### src/rtl/bt_command_decoder.sv
// Byte-driven remote-control decoder: track select, stepped/absolute volume,
// mute and play toggles, with step rate-limiting and a set-volume frame timeout.
module bt_command_decoder #(
   parameter int unsigned             NUM_TRACKS    = 5,
   parameter int unsigned             TRACK_W       = 3,
   parameter int unsigned             VOL_W         = 16,
   parameter logic [VOL_W-1:0]        VOL_STEP      = 16'h1010,
   parameter logic [VOL_W-1:0]        VOL_MAX       = 16'hF0F0,
   parameter logic [VOL_W-1:0]        VOL_INIT      = 16'h8080,
   parameter int unsigned             HOLDOFF       = 5_000_000,
   parameter int unsigned             FRAME_TIMEOUT = 1_000_000
) (
   input  logic               clk,
   input  logic               rst,
   input  logic [7:0]         rx_data,
   input  logic               rx_valid,
   output logic [VOL_W-1:0]   volume,
   output logic [TRACK_W-1:0] current,
   output logic               muted,
   output logic               playing,
   output logic               cmd_ack,
   output logic               cmd_err
);

   localparam int unsigned HO_W = (HOLDOFF > 1) ? $clog2(HOLDOFF + 1) : 1;
   localparam int unsigned TO_W = (FRAME_TIMEOUT > 1) ? $clog2(FRAME_TIMEOUT + 1) : 1;
   localparam logic [HO_W-1:0]    HO_LOAD  = HO_W'(HOLDOFF);
   localparam logic [TO_W-1:0]    TO_LOAD  = TO_W'(FRAME_TIMEOUT);
   localparam logic [7:0]         NT8      = 8'(NUM_TRACKS);
   localparam logic [TRACK_W-1:0] LAST_TRK = TRACK_W'(NUM_TRACKS - 1);

   typedef enum logic {
      S_IDLE,
      S_WAIT_VOL
   } state_t;

   state_t             state_q, state_nxt;
   logic [VOL_W-1:0]   vol_q, vol_nxt;
   logic [TRACK_W-1:0] current_q, current_nxt;
   logic               muted_q, muted_nxt;
   logic               playing_q, playing_nxt;
   logic               ack_q, ack_nxt;
   logic               err_q, err_nxt;
   logic [HO_W-1:0]    ho_q, ho_nxt;
   logic [TO_W-1:0]    to_q, to_nxt;

   logic [VOL_W:0]     up_sum;
   logic [VOL_W-1:0]   vol_up, vol_dn, vol_set, vol_rep;

   // Sum kept one bit wider so the clamp also catches carry-out
   assign up_sum  = {1'b0, vol_q} + {1'b0, VOL_STEP};
   assign vol_up  = (up_sum > {1'b0, VOL_MAX}) ? VOL_MAX : up_sum[VOL_W-1:0];
   assign vol_dn  = (vol_q < VOL_STEP) ? '0 : (vol_q - VOL_STEP);
   assign vol_rep = {(VOL_W / 8){rx_data}};
   assign vol_set = (vol_rep > VOL_MAX) ? VOL_MAX : vol_rep;

   always_comb begin
      state_nxt   = state_q;
      vol_nxt     = vol_q;
      current_nxt = current_q;
      muted_nxt   = muted_q;
      playing_nxt = playing_q;
      ack_nxt     = 1'b0;
      err_nxt     = 1'b0;
      ho_nxt      = (ho_q == '0) ? '0 : (ho_q - HO_W'(1));
      to_nxt      = to_q;

      case (state_q)
         S_IDLE: begin
            if (rx_valid) begin
               if (rx_data < NT8) begin
                  current_nxt = rx_data[TRACK_W-1:0];
                  ack_nxt     = 1'b1;
               end else if (rx_data <= 8'hAF) begin
                  err_nxt = 1'b1;
               end else begin
                  case (rx_data)
                     8'hB1, 8'hB2, 8'hB3, 8'hB4: begin
                        // Steps inside the holdoff window vanish without a strobe
                        if (ho_q == '0) begin
                           ack_nxt = 1'b1;
                           ho_nxt  = HO_LOAD;
                           case (rx_data)
                              8'hB1:   current_nxt = (current_q == '0) ? LAST_TRK
                                                     : (current_q - TRACK_W'(1));
                              8'hB2:   current_nxt = (current_q == LAST_TRK) ? '0
                                                     : (current_q + TRACK_W'(1));
                              8'hB3:   vol_nxt = vol_dn;
                              default: vol_nxt = vol_up;
                           endcase
                        end
                     end
                     8'hB5: begin
                        muted_nxt = ~muted_q;
                        ack_nxt   = 1'b1;
                     end
                     8'hB6: begin
                        playing_nxt = ~playing_q;
                        ack_nxt     = 1'b1;
                     end
                     8'hC0: begin
                        state_nxt = S_WAIT_VOL;
                        to_nxt    = TO_LOAD;
                     end
                     default: err_nxt = 1'b1;
                  endcase
               end
            end
         end

         S_WAIT_VOL: begin
            // A byte on the expiring cycle still counts as the value byte
            if (rx_valid) begin
               vol_nxt   = vol_set;
               ack_nxt   = 1'b1;
               to_nxt    = '0;
               state_nxt = S_IDLE;
            end else if (to_q <= TO_W'(1)) begin
               err_nxt   = 1'b1;
               to_nxt    = '0;
               state_nxt = S_IDLE;
            end else begin
               to_nxt = to_q - TO_W'(1);
            end
         end

         default: state_nxt = S_IDLE;
      endcase
   end

   always_ff @(posedge clk or negedge rst) begin
      if (!rst) begin
         state_q   <= S_IDLE;
         vol_q     <= VOL_INIT;
         current_q <= '0;
         muted_q   <= 1'b0;
         playing_q <= 1'b0;
         ack_q     <= 1'b0;
         err_q     <= 1'b0;
         ho_q      <= '0;
         to_q      <= '0;
      end else begin
         state_q   <= state_nxt;
         vol_q     <= vol_nxt;
         current_q <= current_nxt;
         muted_q   <= muted_nxt;
         playing_q <= playing_nxt;
         ack_q     <= ack_nxt;
         err_q     <= err_nxt;
         ho_q      <= ho_nxt;
         to_q      <= to_nxt;
      end
   end

   assign volume  = muted_q ? '0 : vol_q;
   assign current = current_q;
   assign muted   = muted_q;
   assign playing = playing_q;
   assign cmd_ack = ack_q;
   assign cmd_err = err_q;

endmodule
### config.mk
export PLATFORM = sky130hd
export DESIGN_NAME = bt_command_decoder
export DESIGN_NICKNAME = d
export VERILOG_FILES = /design/src/rtl/bt_command_decoder.sv
export SDC_FILE = /design/constraint.sdc
export NUM_CORES = 1
export LEC_CHECK = 0
export ABC_CLOCK_PERIOD_IN_PS = 2700
export BUFFER_PORTS_ARGS = -buffer_cell sky130_fd_sc_hd__buf_2
export CAP_MARGIN = 25
export CORE_ASPECT_RATIO = 0.6
export CORE_UTILIZATION = 31
export CTS_BUF_LIST = sky130_fd_sc_hd__clkbuf_2
export CTS_CLUSTER_DIAMETER = 100
export DETAILED_ROUTE_END_ITERATION = 16
export PLACE_DENSITY = 0.53
export RECOVER_POWER = 25
export SLEW_MARGIN = 5
export SYNTH_ARGS = -nofsm -noshare
export SYNTH_HDL_FRONTEND = slang
export SYNTH_SLANG_ARGS = --single-unit
### constraint.sdc
create_clock -name clk -period 2.7 [get_ports clk]
set_input_delay 0.54 -clock clk [delete_from_list [all_inputs] [get_ports clk]]
set_output_delay 0.54 -clock clk [all_outputs]
set_load 0.03 [all_outputs]
==> out/qor.yml <==
critical_path:
  cp.arrival_ps: 3070
  crit_type: "reg2reg"
  startpoint_type: "flop"
  worstSetupEndpointType: "flop"
  critPathRequiredTime_ps: 3180
  cp_max_fo: 8
final_layout:
  num_antenna_cells: 0
  finalNetCount: 610
  syn2layout_area_growth_pct: 15.4
  drive_above_1_share_pct: 18.5
  fin_util_pct: 37.4
global_routing:
  antenna_found_initial: 0
  grt.busiest_layer: "met1"
  grt.met3_usage_pct: 6.36
  grt_use_total_pct: 18.1
  grt_util_met2_pct: 23.1
  grt_pass1_wl_mm: 20.8
  grt_overflow_total: 0
  grt_max_degree: 28
  use_met1_pct: 28.1
  grt_pass1_vias: 3861
clocking:
  cts_buffer_depth: 2
  post_cts_buffers: 0
  cts_tree: "built"
  cts.clk_slew.worst_paths_ps: 240
  clk_latency_ps: 560
  cts.sink_count: 67
  cts_htree_levels: 3
  root_buffer: "clkbuf_2"
  cts_made_buffers: 9
timing:
  setup_viol_count_final: 0
  setup_slack_ps: 107
  fmax_ghz: 0.386
  final_hold_viol_count: 0
  tightest_slew_ps: 1520
  post-route-period-util_pct: 96.0
  slew_headroom_pct: -1.58
  clock_skew_ps: 32.4
  min_period_ps: 2590
  final_max_slew_viol_count: 28
  setup_tns_ps: 0
  rsz0062_at_grt: "no"
logic_synthesis:
  synth_compound_area_share_pct: 22.0
  ys_dominant_reg_cell: "dfrtp_1"
  synthMuxAreaShare_pct: 0.443
  yosys_warnings: 0
  synth-seq-cells: 67
  synth_top_family_by_area: "simple AND/OR/NAND/NOR gates"
  async_flop_share_pct: 100
  synth_edf_count: 0
  syn_inst: 535
  yosysSeqAreaShare_pct: 37.1
  syn_area_mm2: 0.00452
  synth_area_per_cell_um2: 8.45
  synthAdderAreaFrac_pct: 3.04
  synthSimpleGateAreaFrac_pct: 26.3
  synthDistinctLibCells: 72
  synth_nets: 557
  synth-xor-area-share_pct: 6.39
pwr:
  p_leak_nw: 2.20
  peakVddDrop_mv: 0.269
  powerDensity_mw_per_mm2: 385
route:
  routedWlPerCell_um: 16.5
  vias: 4194
  dr.pass1.iters: 5
  drt_iter0_markers: 446
  vias_per_cell: 5.34
  remaining_drc_errors: 0
  ant_nets: 0
  wirelength_mm: 13.0
floorplan:
  rows: 33
  dieHeight_um: 95.6
  die_w_um: 158
  initial_core_util_pct: 32.4
  core_area_mm2: 0.0140
  die_area_mm2: 0.0151
  io_pins: 34
job:
  maxCapViolCount: 1
placement:
  pre_cts_ws_ps: 134
  dpl.hpwl_mm: 9.84
  gp_congestion: 0.962
  io_buffer_count: 33
min_path:
  hp-class: "in2reg"
status:
  status: "finished with violations"
  violations: "capacitance limit, slew limit"
[state kept, by name (all words and copies together), names as in the netlist]
| name | flops |
|---|---|
| muted | 1 |
| state_q | 1 |
| vol_q | 16 |
| to_q | 20 |
| playing | 1 |
| cmd_ack | 1 |
| current | 3 |
| ho_q | 23 |
| cmd_err | 1 |
[layout by cell type (no fill, tap or decap), drive strengths merged, types with 6 or more instances in the layout]
cell type  count
nand3         17
nor2          64
o21ai         52
inv           23
nor2b         14
nor4          10
xor2          14
ha            11
dfrtp         65
nor3          21
o31ai          6
o22ai          8
clkbuf        11
a21oi         24
buf           69
or3            8
o211ai         6
nand2         53
a31oi         11
xnor2         19
[cells in the mapped netlist, types with 8 or more instances]
master / number / share of area (%)
dfrtp_1: 65 / 36
nor2_1: 63 / 5.2
nand2_1: 53 / 4.4
o21ai_0: 48 / 5.3
a21oi_1: 24 / 2.7
inv_1: 19 / 1.6
nor3_1: 19 / 2.1
xnor2_1: 19 / 3.7
nand3_1: 17 / 1.9
clkbuf_1: 14 / 1.2
nor2b_1: 14 / 1.9
xor2_1: 14 / 2.7
buf_2: 11 / 1.2
ha_1: 11 / 3.0
a31oi_1: 10 / 1.4
nor4_1: 9 / 1.2
o22ai_1: 8 / 1.1
or3_1: 8 / 1.1
[final cells by class]
type | instances | area [um2]
clock buffer | 9 | 45.0
clock inverter | 7 | 82.6
fill | 1450 | 8740
inverter | 19 | 71.3
multi-input combinational | 419 | 2640
sequential | 67 | 1680
tap | 192 | 240
timing repair buffer | 72 | 457
[layer usage]
| metal | vias up | share of wire (%) |
|---|---|---|
| met5 | - | 0 |
| met4 | 0 | 0.71 |
| met3 | 9 | 7.6 |
| met2 | 114 | 37 |
| met1 | 2025 | 54 |
| li1 | 2046 | - |
[final timing paths]
check / startpoint / end / slack [ps] / depth (start not counted)
worst max-delay path: vol_q[7] / vol_q[2] / 110 / 7
worst min-delay path: rx_data[1] / current[1] / 370 / 3
worst max register to register: vol_q[7] / vol_q[2] / 110 / 7
worst min register to register: to_q[5] / to_q[5] / 510 / 1
max in group asynchronous: rst / vol_q[7] / 580 / 3
min in group asynchronous: rst / to_q[17] / 880 / 2
[power by group]
part	total (mW)	internal, mW	switching (mW)
logic	0.286	0.101	0.185
clock network	0.668	0.229	0.438
registers	1.06	1.03	0.0293
total	2.01	1.36	0.652
[worst max-delay path: stages, from the launching register on]
cell	delay [ps]
dfstp_2	680
nand4_2	210
o211a_1	260
a211oi_1	430
o21ai_1	170
a41oi_4	380
a21o_1	270
o2bb2ai_1	140
[kinds of logic after synthesis]
logic type / after synthesis
DFF: 67
AOI/OAI and AO/OA: 147
and+or+nand+nor: 226
muxes: 2
buffers and inverters: 49
adders and majority gates: 11
xor gates and xnor gates: 33
[per-stage QoR]
step	instance area, um2	power (mW)	instances	hold WS, ps
2_1_floorplan	4520	1.25	535	244
3_3_place_gp	5060	1.35	767	478
3_5_place_dp	5060	1.36	767	482
4_1_cts	5200	2.04	784	332
5_1_grt	5220	2.12	785	336
6_report	5220	2.01	785	372
[timing repair]
item	CTS	global route
resized for setup	0	2
endpoints found under the hold margin	20	0
hold buffers	1	0
setup endpoints to repair	0	8
No activity file was read; power rests on OpenSTA's default activity.
